### config.mk
export PLATFORM = sky130hd
export DESIGN_NAME = sap1_datapath
export DESIGN_NICKNAME = d
export VERILOG_FILES = /design/src/rtl/sap1_pkg.sv /design/src/rtl/sap1_alu.sv /design/src/rtl/sap1_datapath.sv
export SDC_FILE = /design/constraint.sdc
export NUM_CORES = 1
export LEC_CHECK = 0
export ABC_AREA = 0
export BUFFER_PORTS_ARGS = -buffer_cell sky130_fd_sc_hd__clkbuf_2
export CORE_MARGIN = 3
export CORE_UTILIZATION = 55
export CTS_BUF_LIST = sky130_fd_sc_hd__clkbuf_8
export DETAILED_ROUTE_END_ITERATION = 8
export GPL_TIMING_DRIVEN = 0
export PLACE_DENSITY = 0.73
export SYNTH_ARGS = -nofsm -noshare
export SYNTH_HDL_FRONTEND = slang
export SYNTH_HIERARCHICAL = 1
export SYNTH_SLANG_ARGS = --single-unit
### constraint.sdc
create_clock -name clk -period 21 [get_ports clk]
set_input_delay 1.05 -clock clk [delete_from_list [all_inputs] [get_ports clk]]
set_output_delay 1.05 -clock clk [all_outputs]
set_load 0.05 [all_outputs]
### src/rtl/sap1_pkg.sv
// Shared SAP-1 widths, ALU operation codes, instruction opcodes and a small helper.
package sap1_pkg;

  localparam int SAP_DW = 8;
  localparam int SAP_AW = 4;

  localparam logic [2:0] ALU_PASS = 3'b000;
  localparam logic [2:0] ALU_ADD  = 3'b001;
  localparam logic [2:0] ALU_SUB  = 3'b010;
  localparam logic [2:0] ALU_MUL  = 3'b011;
  localparam logic [2:0] ALU_DIV  = 3'b100;
  localparam logic [2:0] ALU_AND  = 3'b101;
  localparam logic [2:0] ALU_OR   = 3'b110;
  localparam logic [2:0] ALU_XOR  = 3'b111;

  localparam logic [3:0] OP_ADD = 4'b0000;
  localparam logic [3:0] OP_SUB = 4'b0001;
  localparam logic [3:0] OP_MUL = 4'b0010;
  localparam logic [3:0] OP_DIV = 4'b0011;
  localparam logic [3:0] OP_LDA = 4'b0100;
  localparam logic [3:0] OP_JMP = 4'b0101;
  localparam logic [3:0] OP_AND = 4'b0110;
  localparam logic [3:0] OP_OR  = 4'b0111;
  localparam logic [3:0] OP_XOR = 4'b1000;
  localparam logic [3:0] OP_OUT = 4'b1110;
  localparam logic [3:0] OP_HLT = 4'b1111;

  // True when two or more of the four bus-source enables are active at once.
  function automatic logic multi_hot4(input logic [3:0] v);
    return (v & (v - 4'd1)) != 4'd0;
  endfunction

endpackage

### src/rtl/sap1_alu.sv
// Combinational SAP-1 ALU; results are truncated to DW, divide by zero yields all ones.
module sap1_alu
  import sap1_pkg::*;
#(
  parameter int DW = SAP_DW
) (
  input  logic [2:0]    op,
  input  logic [DW-1:0] a,
  input  logic [DW-1:0] b,
  output logic [DW-1:0] y
);

  always_comb begin
    y = a;
    case (op)
      ALU_ADD: y = a + b;
      ALU_SUB: y = a - b;
      ALU_MUL: y = a * b;
      ALU_DIV: y = (b == '0) ? '1 : a / b;
      ALU_AND: y = a & b;
      ALU_OR:  y = a | b;
      ALU_XOR: y = a ^ b;
      default: y = a;
    endcase
  end

endmodule

### src/rtl/sap1_datapath.sv
// SAP-1 datapath: PC, MAR, RAM, IR, A, B, OUT, W-bus mux and ALU driven by the control word.
// Optional BUS_CONTENTION_CHK_EN adds a sticky bus_err output flagging multiple bus drivers.
module sap1_datapath
  import sap1_pkg::*;
#(
  parameter int DW = SAP_DW,
  parameter int AW = SAP_AW
) (
  input  logic          clk,
  input  logic          clr_n,
  input  logic          CP,
  input  logic          EP,
  input  logic          Lm_n,
  input  logic          CE_n,
  input  logic          LI_n,
  input  logic          EI_n,
  input  logic          LA_n,
  input  logic          EA,
  input  logic [2:0]    Alu_Controller,
  input  logic          LB_n,
  input  logic          LO_n,
  input  logic          HLT_E,
  input  logic          j,
  input  logic          prog_we,
  input  logic [AW-1:0] prog_addr,
  input  logic [DW-1:0] prog_data,
  output logic [3:0]    ins_in,
  output logic [DW-1:0] out_port,
  output logic          halted,
  output logic [DW-1:0] wbus
`ifdef BUS_CONTENTION_CHK_EN
  ,
  output logic          bus_err
`endif
);

  logic [AW-1:0] pc;
  logic [AW-1:0] mar;
  logic [DW-1:0] ir;
  logic [DW-1:0] a_reg;
  logic [DW-1:0] b_reg;
  logic [DW-1:0] out_reg;
  logic [DW-1:0] alu_y;
  logic [DW-1:0] ram [2**AW];

  sap1_alu #(.DW(DW)) u_alu (
    .op (Alu_Controller),
    .a  (a_reg),
    .b  (b_reg),
    .y  (alu_y)
  );

  // Priority mux; held at zero while reset is asserted so the bus reads clean.
  always_comb begin
    wbus = '0;
    if (!clr_n)     wbus = '0;
    else if (EP)    wbus = {{(DW-AW){1'b0}}, pc};
    else if (!CE_n) wbus = ram[mar];
    else if (!EI_n) wbus = {{(DW-AW){1'b0}}, ir[AW-1:0]};
    else if (EA)    wbus = a_reg;
  end

  always_ff @(posedge clk or negedge clr_n) begin
    if (!clr_n) begin
      pc      <= '0;
      mar     <= '0;
      ir      <= '0;
      a_reg   <= '0;
      b_reg   <= '0;
      out_reg <= '0;
      halted  <= 1'b0;
    end else begin
      if (HLT_E) halted <= 1'b1;
      if (!halted) begin
        if (j && !EI_n) pc <= ir[AW-1:0];
        else if (CP)    pc <= pc + AW'(1);
        if (!Lm_n) mar     <= wbus[AW-1:0];
        if (!LI_n) ir      <= wbus;
        if (!LB_n) b_reg   <= wbus;
        if (!LO_n) out_reg <= wbus;
        if (!LA_n) a_reg   <= (Alu_Controller == ALU_PASS) ? wbus : alu_y;
      end
    end
  end

  // Program image is only writable while the machine is halted; contents survive reset.
  always_ff @(posedge clk) begin
    if (prog_we && halted) ram[prog_addr] <= prog_data;
  end

`ifdef BUS_CONTENTION_CHK_EN
  always_ff @(posedge clk or negedge clr_n) begin
    if (!clr_n)                                       bus_err <= 1'b0;
    else if (!halted && multi_hot4({EP, !CE_n, !EI_n, EA})) bus_err <= 1'b1;
  end
`endif

  assign ins_in   = ir[DW-1:DW-4];
  assign out_port = out_reg;

endmodule
==> results.json <==
{
  "status": "finished, final reports clean",
  "ys_types": 88,
  "yosysTopAreaCell": "edfxtp_1",
  "relSlewSlack_pct": 21.9,
  "yosysMostFrequentCell": "edfxtp_1",
  "grt_max_degree": 48,
  "max_stage_delay_ns": 0.70,
  "cts_resized": 0,
  "cts_max_path_buffers": 2,
  "ctsHoldBuffers": 0,
  "crit_top_cell": "ha_1",
  "postCtsSetupRepairBufs": 0,
  "ys.flop_type": "edfxtp_1",
  "synth_edf_count": 128,
  "grt_pass1_wl_um": 44600,
  "yosysWarnings": 6,
  "grt_setup_unrepaired": "no",
  "max_freq_mhz": 81.9,
  "synth_top_area_share_pct": 34.9,
  "dieArea_mm2": 0.0218,
  "root_buffer": "clkbuf_8",
  "static-leakage-power_nw": 4.85,
  "via_per_inst": 6.04,
  "grt_usage_pct": 26.2,
  "synthTopCellsByArea": "edfxtp_1, dfrtp_1, ha_1",
  "die_h_um": 148,
  "hold_viol_final": 0,
  "syn_inst": 1016,
  "dp_hpwl_um": 20500,
  "syn_area_per_cell_um2": 10.8,
  "ios": 51,
  "dpl_cell_area_mm2": 0.0116,
  "cts_max_level": 4,
  "synth-seq-cells": 169,
  "drtPass1Iterations": 5,
  "cts_buffers": 17,
  "area_growth_pct": 9.14,
  "ir_drop_mv": 0.0558,
  "clkLatencyLatePin_ns": 0.44,
  "fp-row-count": 51,
  "whs_path_depth": 2,
  "fin_setup_tns_ns": 0,
  "syn_nets": 1139,
  "synthArstFlopShare_pct": 24.3,
  "largest_reg_flops": 128,
  "fin_crit_ns": 12.21,
  "start_util_pct": 56.2,
  "cp_slowest_cell": "dfrtp_1",
  "tightest_slew_ns": 1.16,
  "diodes": 0,
  "grt_overflow": 0,
  "drive_gt1_share_pct": 14.3,
  "cp_max_fo": 11,
  "num_vias": 8239,
  "path_class": "reg2reg",
  "synth_area_mm2": 0.0110,
  "maxCapViolations": 0,
  "worst_r2r_path_depth": 49,
  "grt_pass1_vias": 8134,
  "synthTopCellsByCount": "edfxtp_1, nor2_1, ha_1, a21oi_1, nand2_1",
  "fin_nets": 1209,
  "clkSlewWorstSetupHoldPaths_ns": 0.10,
  "critPathLaunchType": "flip-flop",
  "cts.sinks": 169,
  "cp.arrival_ns": 12.53,
  "maxSlewViolCount": 0,
  "drc": 0,
  "totalWireLength_um": 27900,
  "port_buffers": 49,
  "holdCritPathClass": "reg2reg",
  "worstSetupEndpointType": "flip-flop",
  "route.antenna.remaining_nets": 0,
  "design_area_mm2": 0.0120,
  "setup_viol": 0,
  "ys_seq_area_share_pct": 44.2,
  "gp_congestion": 0.935,
  "drtIter0Drc": 707,
  "core_region_area_mm2": 0.0196,
  "regMostFlops": "ram",
  "wl_per_cell_um": 20.4,
  "cts_tree": "done",
  "clock_skew_ns": 0.0153,
  "die_w_um": 148,
  "finalCritPeriodShare_pct": 58.2,
  "antenna_found_initial": 0,
  "powerDensity_mw_per_mm2": 104,
  "cp.required_ns": 21.32
}
-- power by group --
part	total, W	switching [W]	internal [W]
registers	0.000402	0.0000269	0.000375
logic	0.000620	0.000355	0.000265
clock network	0.000232	0.000131	0.000100
-- routing by layer --
metal	vias up	share of wire, %	track usage, %
met5	-	0	0
met4	0	2.6	8.11
met3	57	5.7	4.32
met2	296	48	43.4
met1	3967	43	35.7
li1	3919	-	-
-- layout make-up --
| class | instances | area, um2 |
|---|---|---|
| clock inverters | 15 | 179 |
| flip-flops and latches | 169 | 4870 |
| repair buffers | 51 | 258 |
| clock buffers | 17 | 234 |
| fillers | 1636 | 7560 |
| plain buffers | 43 | 277 |
| multi-input cells | 745 | 5660 |
| well taps | 265 | 332 |
| inverters | 59 | 221 |
-- cells in the final DEF, fill, tap and decap left out, types with 23 or more instances in the layout --
cell,netlist,final
a21oi_1,64,64
edfxtp_1,128,128
nand2_1,60,60
inv_1,57,57
dfrtp_1,41,41
mux2i_1,59,59
nand3_1,23,23
clkbuf_2,1,50
nor2_1,99,99
ha_1,80,80
o21ai_0,31,31
-- final timing paths --
check                                   end  slack (ns)        start
max in group asynchronous          a_reg[5]       19.47        clr_n
worst min-delay path            out_port[1]        0.53  out_port[1]
min in group asynchronous            mar[2]        0.84        clr_n
worst min register to register  out_port[1]        0.53  out_port[1]
worst max register to register     a_reg[0]        8.79     b_reg[0]
worst max-delay path               a_reg[0]        8.79     b_reg[0]
-- worst max-delay path: cells and delay by family, from the launching register on --
kind / cells / cell delay, ns
simple gates: 4 / 0.95
flops: 1 / 0.70
compound gates: 29 / 6.06
buf+inv: 5 / 1.19
fa+ha+maj: 8 / 2.19
mux: 3 / 1.02
-- stage by stage --
step | utilization, % | total power [W] | worst slack (ns) | instances | hold slack, ns
after global placement | 59.2 | 0.00101 | 9.11 | 1330 | 0.508
after detailed placement | 59.2 | 0.00102 | 8.97 | 1330 | 0.520
after floorplan | - | 0.000873 | 11.08 | 1016 | 0.482
after CTS | 61.3 | 0.00125 | 8.91 | 1362 | 0.541
after global routing | 61.4 | 0.00134 | 7.88 | 1364 | 0.556
final | 61.4 | 0.00125 | 8.79 | 1364 | 0.534
-- logic make-up after synthesis --
group / after synthesis / synth area share (%)
AO/OA/AOI/OAI: 244 / 16.1
XOR/XNOR: 33 / 2.87
flip-flops: 169 / 44.2
AND/OR/NAND/NOR: 297 / 13.3
buffers and inverters: 102 / 4.52
multiplexers: 76 / 7.43
adder cells (fa/ha/maj): 95 / 11.6
Power figures use the tool's default switching activity.
